==> config.mk <==
export PLATFORM = sky130hd
export DESIGN_NAME = focus_metric_accum
export DESIGN_NICKNAME = d
export VERILOG_FILES = /design/src/rtl/focus_metric_accum.sv
export SDC_FILE = /design/constraint.sdc
export NUM_CORES = 1
export LEC_CHECK = 0
export CORE_AREA = 2 2 152 154
export DETAILED_ROUTE_END_ITERATION = 12
export DIE_AREA = 0 0 154 156
export HOLD_SLACK_MARGIN = 0.06
export SETUP_SLACK_MARGIN = 0.2
export SYNTH_ARGS = -nofsm -noshare
export SYNTH_HDL_FRONTEND = slang
export SYNTH_SLANG_ARGS = --single-unit
==> constraint.sdc <==
create_clock -name VGA_CLK -period 11.5 [get_ports VGA_CLK]
set_input_delay 2.3 -clock VGA_CLK [delete_from_list [all_inputs] [get_ports VGA_CLK]]
set_output_delay 2.3 -clock VGA_CLK [all_outputs]
set_load 0.01 [all_outputs]
==> src/rtl/focus_metric_accum.sv <==
// focus_metric_accum: per-frame thresholded edge-energy score over a region of interest, with peak tracking.
// Ports: VGA_CLK/reset (async, active-high); pix_in/hs_in/vs_in/blank_n_in aligned magnitude stream;
// threshold, clear_peak controls; score/edge_count/short_frame/score_valid per-frame report;
// peak_score/peak_new running maximum.
module focus_metric_accum #(
  parameter int WIDTH  = 800,
  parameter int HEIGHT = 480,
  parameter int ROI_X0 = 200,
  parameter int ROI_X1 = 599,
  parameter int ROI_Y0 = 120,
  parameter int ROI_Y1 = 359,
  parameter int SUM_W  = 32
) (
  input  logic             VGA_CLK,
  input  logic             reset,
  input  logic [7:0]       pix_in,
  input  logic             hs_in,
  input  logic             vs_in,
  input  logic             blank_n_in,
  input  logic [7:0]       threshold,
  input  logic             clear_peak,
  output logic [SUM_W-1:0] score,
  output logic [19:0]      edge_count,
  output logic             score_valid,
  output logic             short_frame,
  output logic [SUM_W-1:0] peak_score,
  output logic             peak_new
);
  localparam logic [9:0] X0 = 10'(ROI_X0);
  localparam logic [9:0] X1 = 10'(ROI_X1);
  localparam logic [9:0] Y0 = 10'(ROI_Y0);
  localparam logic [9:0] Y1 = 10'(ROI_Y1);
  localparam logic [9:0] H  = 10'(HEIGHT);
  localparam int unused_width = WIDTH;
  typedef enum logic {SYNC, ACCUM} state_t;
  state_t           state;
  logic             vs_q, blank_q, vs_fall, blank_fall, hit, unused_hs;
  logic [9:0]       x, y;
  logic [SUM_W-1:0] sum;
  logic [19:0]      count;
  logic [SUM_W:0]   sum_add;
  assign unused_hs  = hs_in;
  assign vs_fall    = vs_q & ~vs_in;
  assign blank_fall = blank_q & ~blank_n_in;
  // vs_in gate keeps the frame-end sample out of the sum
  assign hit = state == ACCUM && vs_in && blank_n_in && x >= X0 && x <= X1 &&
               y >= Y0 && y <= Y1 && pix_in >= threshold;
  assign sum_add = {1'b0, sum} + (SUM_W+1)'(pix_in);
  always_ff @(posedge VGA_CLK or posedge reset) begin
    if (reset) begin
      state       <= SYNC;
      vs_q        <= 1'b0;
      blank_q     <= 1'b0;
      x           <= '0;
      y           <= '0;
      sum         <= '0;
      count       <= '0;
      score       <= '0;
      edge_count  <= '0;
      score_valid <= 1'b0;
      short_frame <= 1'b0;
      peak_score  <= '0;
      peak_new    <= 1'b0;
    end else begin
      vs_q        <= vs_in;
      blank_q     <= blank_n_in;
      x           <= !vs_in ? '0 : blank_n_in ? x + 10'd1 : blank_fall ? '0 : x;
      y           <= !vs_in ? '0 : (blank_fall && ~&y) ? y + 10'd1 : y;
      score_valid <= 1'b0;
      if (vs_fall) begin
        sum   <= '0;
        count <= '0;
        state <= ACCUM;
        if (state == ACCUM) begin
          score       <= sum;
          edge_count  <= count;
          short_frame <= y != H;
          score_valid <= 1'b1;
        end
      end else if (hit) begin
        sum   <= sum_add[SUM_W] ? '1 : sum_add[SUM_W-1:0];
        count <= count + {19'd0, ~&count};
      end
      peak_new   <= !clear_peak && score_valid && score > peak_score;
      peak_score <= clear_peak ? '0 : (score_valid && score > peak_score) ? score : peak_score;
    end
  end
endmodule
==> results.toml <==
[synth]
yosys_most_used_dff = "sky130_fd_sc_hd__dfrtp_1"
netlist_area_sq_um = 9210
yosys.area.top_type_share_pct = 44.0
synth-async-reset-ratio_pct = 100
netlist_top_cells_area = "sky130_fd_sc_hd__dfrtp_1 44%, sky130_fd_sc_hd__ha_1 7.3%, sky130_fd_sc_hd__mux2_2 5.0%, sky130_fd_sc_hd__nand2b_1 4.3%, sky130_fd_sc_hd__mux2i_1 3.8%"
ys_types = 73
synth.avg_cell_area_sq_um = 9.92
synth_edf_count = 0
synth_fp_nets = 1006
yosys_warnings = 0
synth.ff_latch_count = 162
synth_cells = 929
synth_sequential_area_ratio_pct = 44.0
netlist.top_cell.by_area = "sky130_fd_sc_hd__dfrtp_1"

[grt]
gr-max-usage-layer = "met2"
grt_util_met1_pct = 24.6
grt_first_pass_wirelength_mm = 35.5
gr_util_met2_pct = 30.0
globalRouteTotalUtil_pct = 18.4
grt_pass1_vias = 6953
grtUsageMet3_pct = 3.64
grt_max_degree = 83
grt_antenna_before_repair = 0
globalRouteOverflowTotal = 0

[cts]
cts_buf_count = 17
clock_root_buffer = "sky130_fd_sc_hd__clkbuf_16"
cts_tree = "yes"
cts_post_setup_buffers_inserted = 0
clock_tree.htree_level_count = 4
cts.hold.buffers_added = 0
cts.repair.resized = 0
tritoncts_num_sinks = 162
cts_buffer_depth = 2
worst_skew_pair.late_latency_ps = 430
clkTransAtPathRegs_ps = 60

[finish]
n_antenna_cell = 0
final_cell_count_no_fill = 1321
finalInstanceArea_sq_um = 11100
syn_to_final_growth_pct = 20.8
post_layout_net_count = 1100
post-route-util_pct = 49.8
drive_above_1_share_pct = 10.2

[sta]
max_clock_freq_mhz = 203
rsz0062_at_grt = "no"
timing.max_slew.rel_slack_pct = 25.8
finalSetupTns_ps = 0
tightestPinTransition_ps = 1110
period_minus_slack_ps = 4930
worst_hold_slack_ps = 485
timing.final.setup_violations = 0
final.setup.worst_slack_ps = 6570
timing.final.crit_share_pct = 42.9
final_hold_vio_count = 0
finClkSkew_ps = 10.0
report.final.slew_viol_count = 0

[power]
max-vdd-ir-drop_mv = 0.0999
power.density_nw_per_um2 = 109
total_power_mw = 1.22
power_leakage_nw = 4.76

[placement]
port_buffers = 107
dp_worst_setup_slack_ps = 6110
detailedPlacementHpwl_mm = 14.6
cell_area_reported_after_detailed_placement_sq_um = 10500
routabilityCongestion = 0.782
dp_cells = 1289

[critical_path]
cp-start-kind = "input port"
ff2ff_setup_slack_ps = 8240
endpoint_kind = "register"
criticalPathCategory = "input port to register"
worstPathArrival_ps = 5230
crit_required_ps = 11800
cp_max_fo = 9

[detailed_routing]
antenna_violating_nets_post_route = 0
finalWirelength_mm = 21.0
drt_first_pass_iters = 7
post_drt_via_cell_ratio = 5.36
post_drt_wl_per_cell_microns = 15.9
dr.first_iter.drc_count = 378
drt_drc_violations_left = 0
vias = 7075

[die]
initial_utilization_pct = 41.2
die-area_sq_um = 24000
die_height_microns = 156
num_rows = 55
core-area_sq_um = 22400
chipWidth_microns = 154
number_of_top_level_pins = 109

[min_path]
hold_class = "register to register"

[flow_run]
drv.max_cap_violation_count = 0

[outcome]
run_status = "finished clean"
## cell type report
| class | count | area [sq um] |
|---|---|---|
| clock buffers | 20 | 447 |
| multi-input cells | 662 | 4740 |
| well taps | 285 | 357 |
| clock inverters | 12 | 159 |
| inverters | 66 | 253 |
| flip-flops and latches | 162 | 4050 |
| fillers | 2054 | 11200 |
| repair buffers | 114 | 1120 |
## cells in the mapped netlist, types with 3 or more instances
library cell / n
sky130_fd_sc_hd__dfrtp_1: 162
sky130_fd_sc_hd__or3_1: 6
sky130_fd_sc_hd__nor4_1: 12
sky130_fd_sc_hd__nand3_1: 31
sky130_fd_sc_hd__o311ai_0: 3
sky130_fd_sc_hd__o211ai_1: 9
sky130_fd_sc_hd__nor3_1: 20
sky130_fd_sc_hd__and4_1: 9
sky130_fd_sc_hd__a21oi_1: 44
sky130_fd_sc_hd__o21ai_2: 4
sky130_fd_sc_hd__nand2_1: 82
sky130_fd_sc_hd__o21ai_0: 37
sky130_fd_sc_hd__a211oi_1: 5
sky130_fd_sc_hd__and2_1: 9
sky130_fd_sc_hd__nand4_1: 20
sky130_fd_sc_hd__o21ai_1: 13
sky130_fd_sc_hd__buf_4: 4
sky130_fd_sc_hd__xor2_1: 7
sky130_fd_sc_hd__ha_1: 54
sky130_fd_sc_hd__a31oi_1: 9
sky130_fd_sc_hd__o41ai_1: 5
sky130_fd_sc_hd__clkbuf_1: 24
sky130_fd_sc_hd__and3_1: 8
sky130_fd_sc_hd__nand2b_1: 64
sky130_fd_sc_hd__inv_1: 66
sky130_fd_sc_hd__nor3b_1: 4
sky130_fd_sc_hd__o31ai_1: 4
sky130_fd_sc_hd__xnor2_1: 16
sky130_fd_sc_hd__nor2_1: 45
sky130_fd_sc_hd__nor2b_1: 5
sky130_fd_sc_hd__o211a_1: 3
sky130_fd_sc_hd__mux2_2: 41
sky130_fd_sc_hd__buf_2: 8
sky130_fd_sc_hd__mux2i_1: 35
sky130_fd_sc_hd__o31a_1: 4
sky130_fd_sc_hd__a21o_1: 10
## cell families after synthesis
kind of cell	Yosys count	share of synthesized area, %
compound gates	178	13.4
xor+xnor	23	2.19
fa+ha+maj	55	7.55
buf+inv	105	4.63
flops	162	44.0
mux	76	8.81
simple gates	330	19.4
## routing by layer
layer	part of all wire, %	up-vias
li1	-	3508
met1	49	3423
met2	46	123
met3	3.3	21
met4	1.7	0
met5	0	-
## flip-flops by register name (all words and copies together) (netlist names)
register / flops
state: 1
blank_q: 1
edge_count: 20
x: 10
peak_score: 32
peak_new: 1
y: 10
score_valid: 1
sum: 32
short_frame: 1
vs_q: 1
score: 32
count: 20
## cell usage in the layout (no fill, tap or decap), types with 5 or more instances in the layout
cell / Yosys / routed
sky130_fd_sc_hd__and2_1: 9 / 9
sky130_fd_sc_hd__dfrtp_1: 162 / 162
sky130_fd_sc_hd__or3_1: 6 / 6
sky130_fd_sc_hd__and4_1: 9 / 9
sky130_fd_sc_hd__nand2_1: 82 / 81
sky130_fd_sc_hd__a21o_1: 10 / 10
sky130_fd_sc_hd__nor2_1: 45 / 45
sky130_fd_sc_hd__o211ai_1: 9 / 9
sky130_fd_sc_hd__mux2_2: 41 / 41
sky130_fd_sc_hd__nor4_1: 12 / 12
sky130_fd_sc_hd__nor3_1: 20 / 20
sky130_fd_sc_hd__clkinvlp_4: 0 / 5
sky130_fd_sc_hd__a31oi_1: 9 / 9
sky130_fd_sc_hd__clkdlybuf4s50_1: 0 / 107
sky130_fd_sc_hd__nand4_1: 20 / 20
sky130_fd_sc_hd__nand3_1: 31 / 31
sky130_fd_sc_hd__and3_1: 8 / 8
sky130_fd_sc_hd__o21ai_0: 37 / 37
sky130_fd_sc_hd__clkbuf_16: 0 / 17
sky130_fd_sc_hd__xor2_1: 7 / 7
sky130_fd_sc_hd__o21ai_1: 13 / 13
sky130_fd_sc_hd__xnor2_1: 16 / 16
sky130_fd_sc_hd__ha_1: 54 / 54
sky130_fd_sc_hd__inv_1: 66 / 65
sky130_fd_sc_hd__buf_4: 4 / 7
sky130_fd_sc_hd__a211oi_1: 5 / 5
sky130_fd_sc_hd__o41ai_1: 5 / 5
sky130_fd_sc_hd__a21oi_1: 44 / 44
sky130_fd_sc_hd__nand2b_1: 64 / 64
sky130_fd_sc_hd__mux2i_1: 35 / 35
## critical path, cell delays in order
cell	delay [ps]
sky130_fd_sc_hd__clkdlybuf4s50_1	440
sky130_fd_sc_hd__ha_1	240
sky130_fd_sc_hd__fa_1	430
sky130_fd_sc_hd__a211oi_1	280
sky130_fd_sc_hd__o21ai_1	250
sky130_fd_sc_hd__o2111ai_1	820
sky130_fd_sc_hd__and2_1	230
sky130_fd_sc_hd__nand4_1	90
sky130_fd_sc_hd__nor3b_1	160
## path summary, 6_finish.rpt
path,end,startpoint,cells past startpoint
min reg2reg,edge_count[18],edge_count[18],2
max reg2reg,peak_score[17],score[30],8
max in group asynchronous,sum[22],reset,3
min,edge_count[18],edge_count[18],2
min in group asynchronous,short_frame,reset,2
max,sum[26],pix_in[0],9
## report_power, final
group	internal, mW	switching, mW
registers	0.571	0.00143
clock network	0.348	0.239
logic	0.0197	0.0362
No activity file was read; power rests on OpenSTA's default activity.
==> variant: new RTL, same settings <==
Change the parameter `SUM_W` from 32 to 64.
--- a/src/rtl/focus_metric_accum.sv
+++ b/src/rtl/focus_metric_accum.sv
@@ -11,3 +11,3 @@
   parameter int ROI_Y1 = 359,
-  parameter int SUM_W  = 32
+  parameter int SUM_W  = 64
 ) (
Interface: changed (resized peak_score and score); port bits go from 109 to 173. No check against the original RTL was run, so the function may have changed too.
==> variant against the unedited design <==
First-iteration DRC count grew 110%; hold slack improved by 0.023 ns; synthesized cell count increased by 56%; final cell count increased by 43%; cell area up 55%; critical path type unchanged; routed wire length up 63%; largest power group is now registers; sequential share of layout area rose by 1.1 points; setup slack lost 0.66 ns; total power is 51% higher; critical path depth up 1; sequential cell count rose by 96; sequential power up 59%; synthesized area up 57%.
==> variant: results (changes against the unedited design) <==
Registers with the most flip-flops: peak_score (64), score (64), sum (64) (was peak_score (32), score (32), sum (32)). The standby leakage power is 0.007330 uW (was 0.004757 uW), and the total routed wirelength is 34070 um (was 20960 um). The number of port buffers was 171 (was 107); the clock network area share was 4.995% (was 5.441%). For the total global routing track utilization, the log shows 28.46% (was 18.35%).

The critical path's top delay family is simple AND/OR/NAND/NOR gates (was compound AO/OA/AOI/OAI gates). Ranking of synthesized cells by area: sky130_fd_sc_hd__dfrtp_1 (45%), sky130_fd_sc_hd__ha_1 (7.4%), sky130_fd_sc_hd__nand2b_1 (5.7%) (was sky130_fd_sc_hd__dfrtp_1 (44%), sky130_fd_sc_hd__ha_1 (7.3%), sky130_fd_sc_hd__mux2_2 (5.0%)). The buffering overhead came out at 10.53% (was 10.10%). The latest clock arrival within the worst-skew pair is 0.54 ns (was 0.43 ns).

The power in the clock group came out at 847 uW (was 587 uW). The number of buffers created by CTS is 28 (was 17). The met3 track demand over resource in global routing was 2.833% (was 3.639%); the instance count along the most critical hold path was 1 (was 2). The ratio of cells with drive above 1 in the final layout is 8.847% (was 10.23%). The adder-cell area share of the yosys netlist came out at 7.585% (was 7.551%).

The final worst clock skew was 0.01032 ns (was 0.01003 ns); the length of the first detailed-routing pass in iterations was 5 (was 7). The maximum fanout along the worst path works out to 26 (was 9). The count of routing violations after the opening detailed-route iteration is 790 (was 378), and the data arrival time at the worst-slack endpoint is 6.01 ns (was 5.23 ns).

The flow ran to the end, and the final reports show no timing, DRC or antenna violations. The library cell contributing the largest single delay on the critical path was sky130_fd_sc_hd__nor3_4 (was sky130_fd_sc_hd__o2111ai_1). The global routing met2 resource utilization came out at 50.31% (was 30.00%). The worst-case headroom to the max-slew limit was 20.59% (was 25.82%); the average vias per placed instance was 6.125 (was 5.356). The worst reg2reg path endpoint was peak_score[58]$_DFFE_PP0P_ (was peak_score[17]$_DFFE_PP0P_). The run gives 36.46% (was 24.58%) as the met1 track demand over resource in global routing.
-- variant: cell types whose count changed in the layout (fill, tap and decap cells not counted), sizes merged, moves of 21 or more --
cell           before  now
mux2               41   69
mux2i              35   66
ha                 54   86
dfrtp             162  258
nand2              82  112
clkdlybuf4s50     107  170
nand3              32   53
nand2b             64  132
o21ai              54   79
clkbuf             20   42
inv                66   98
-- variant: logic make-up (layout without fill, tap and decap cells) --
group / count (synthesis) / after routing
AOI/OAI and AO/OA: 269 / 269
xor gates and xnor gates: 24 / 24
buffers and inverters: 169 / 328
muxes: 135 / 135
and+or+nand+nor: 504 / 504
DFF: 258 / 258
adders and majority gates: 87 / 87
-- variant: metrics by stage --
stage,util (%),power [uW],setup slack (ns),instance area [sq um]
after floorplan,-,977.6,2.102,14450
after detailed placement,73.10,1001,5.440,16350
after global routing,76.94,1884,5.632,17210
final,76.94,1830,5.911,17210
after global placement,73.10,999.5,5.436,16350
after CTS,76.94,1847,6.001,17210
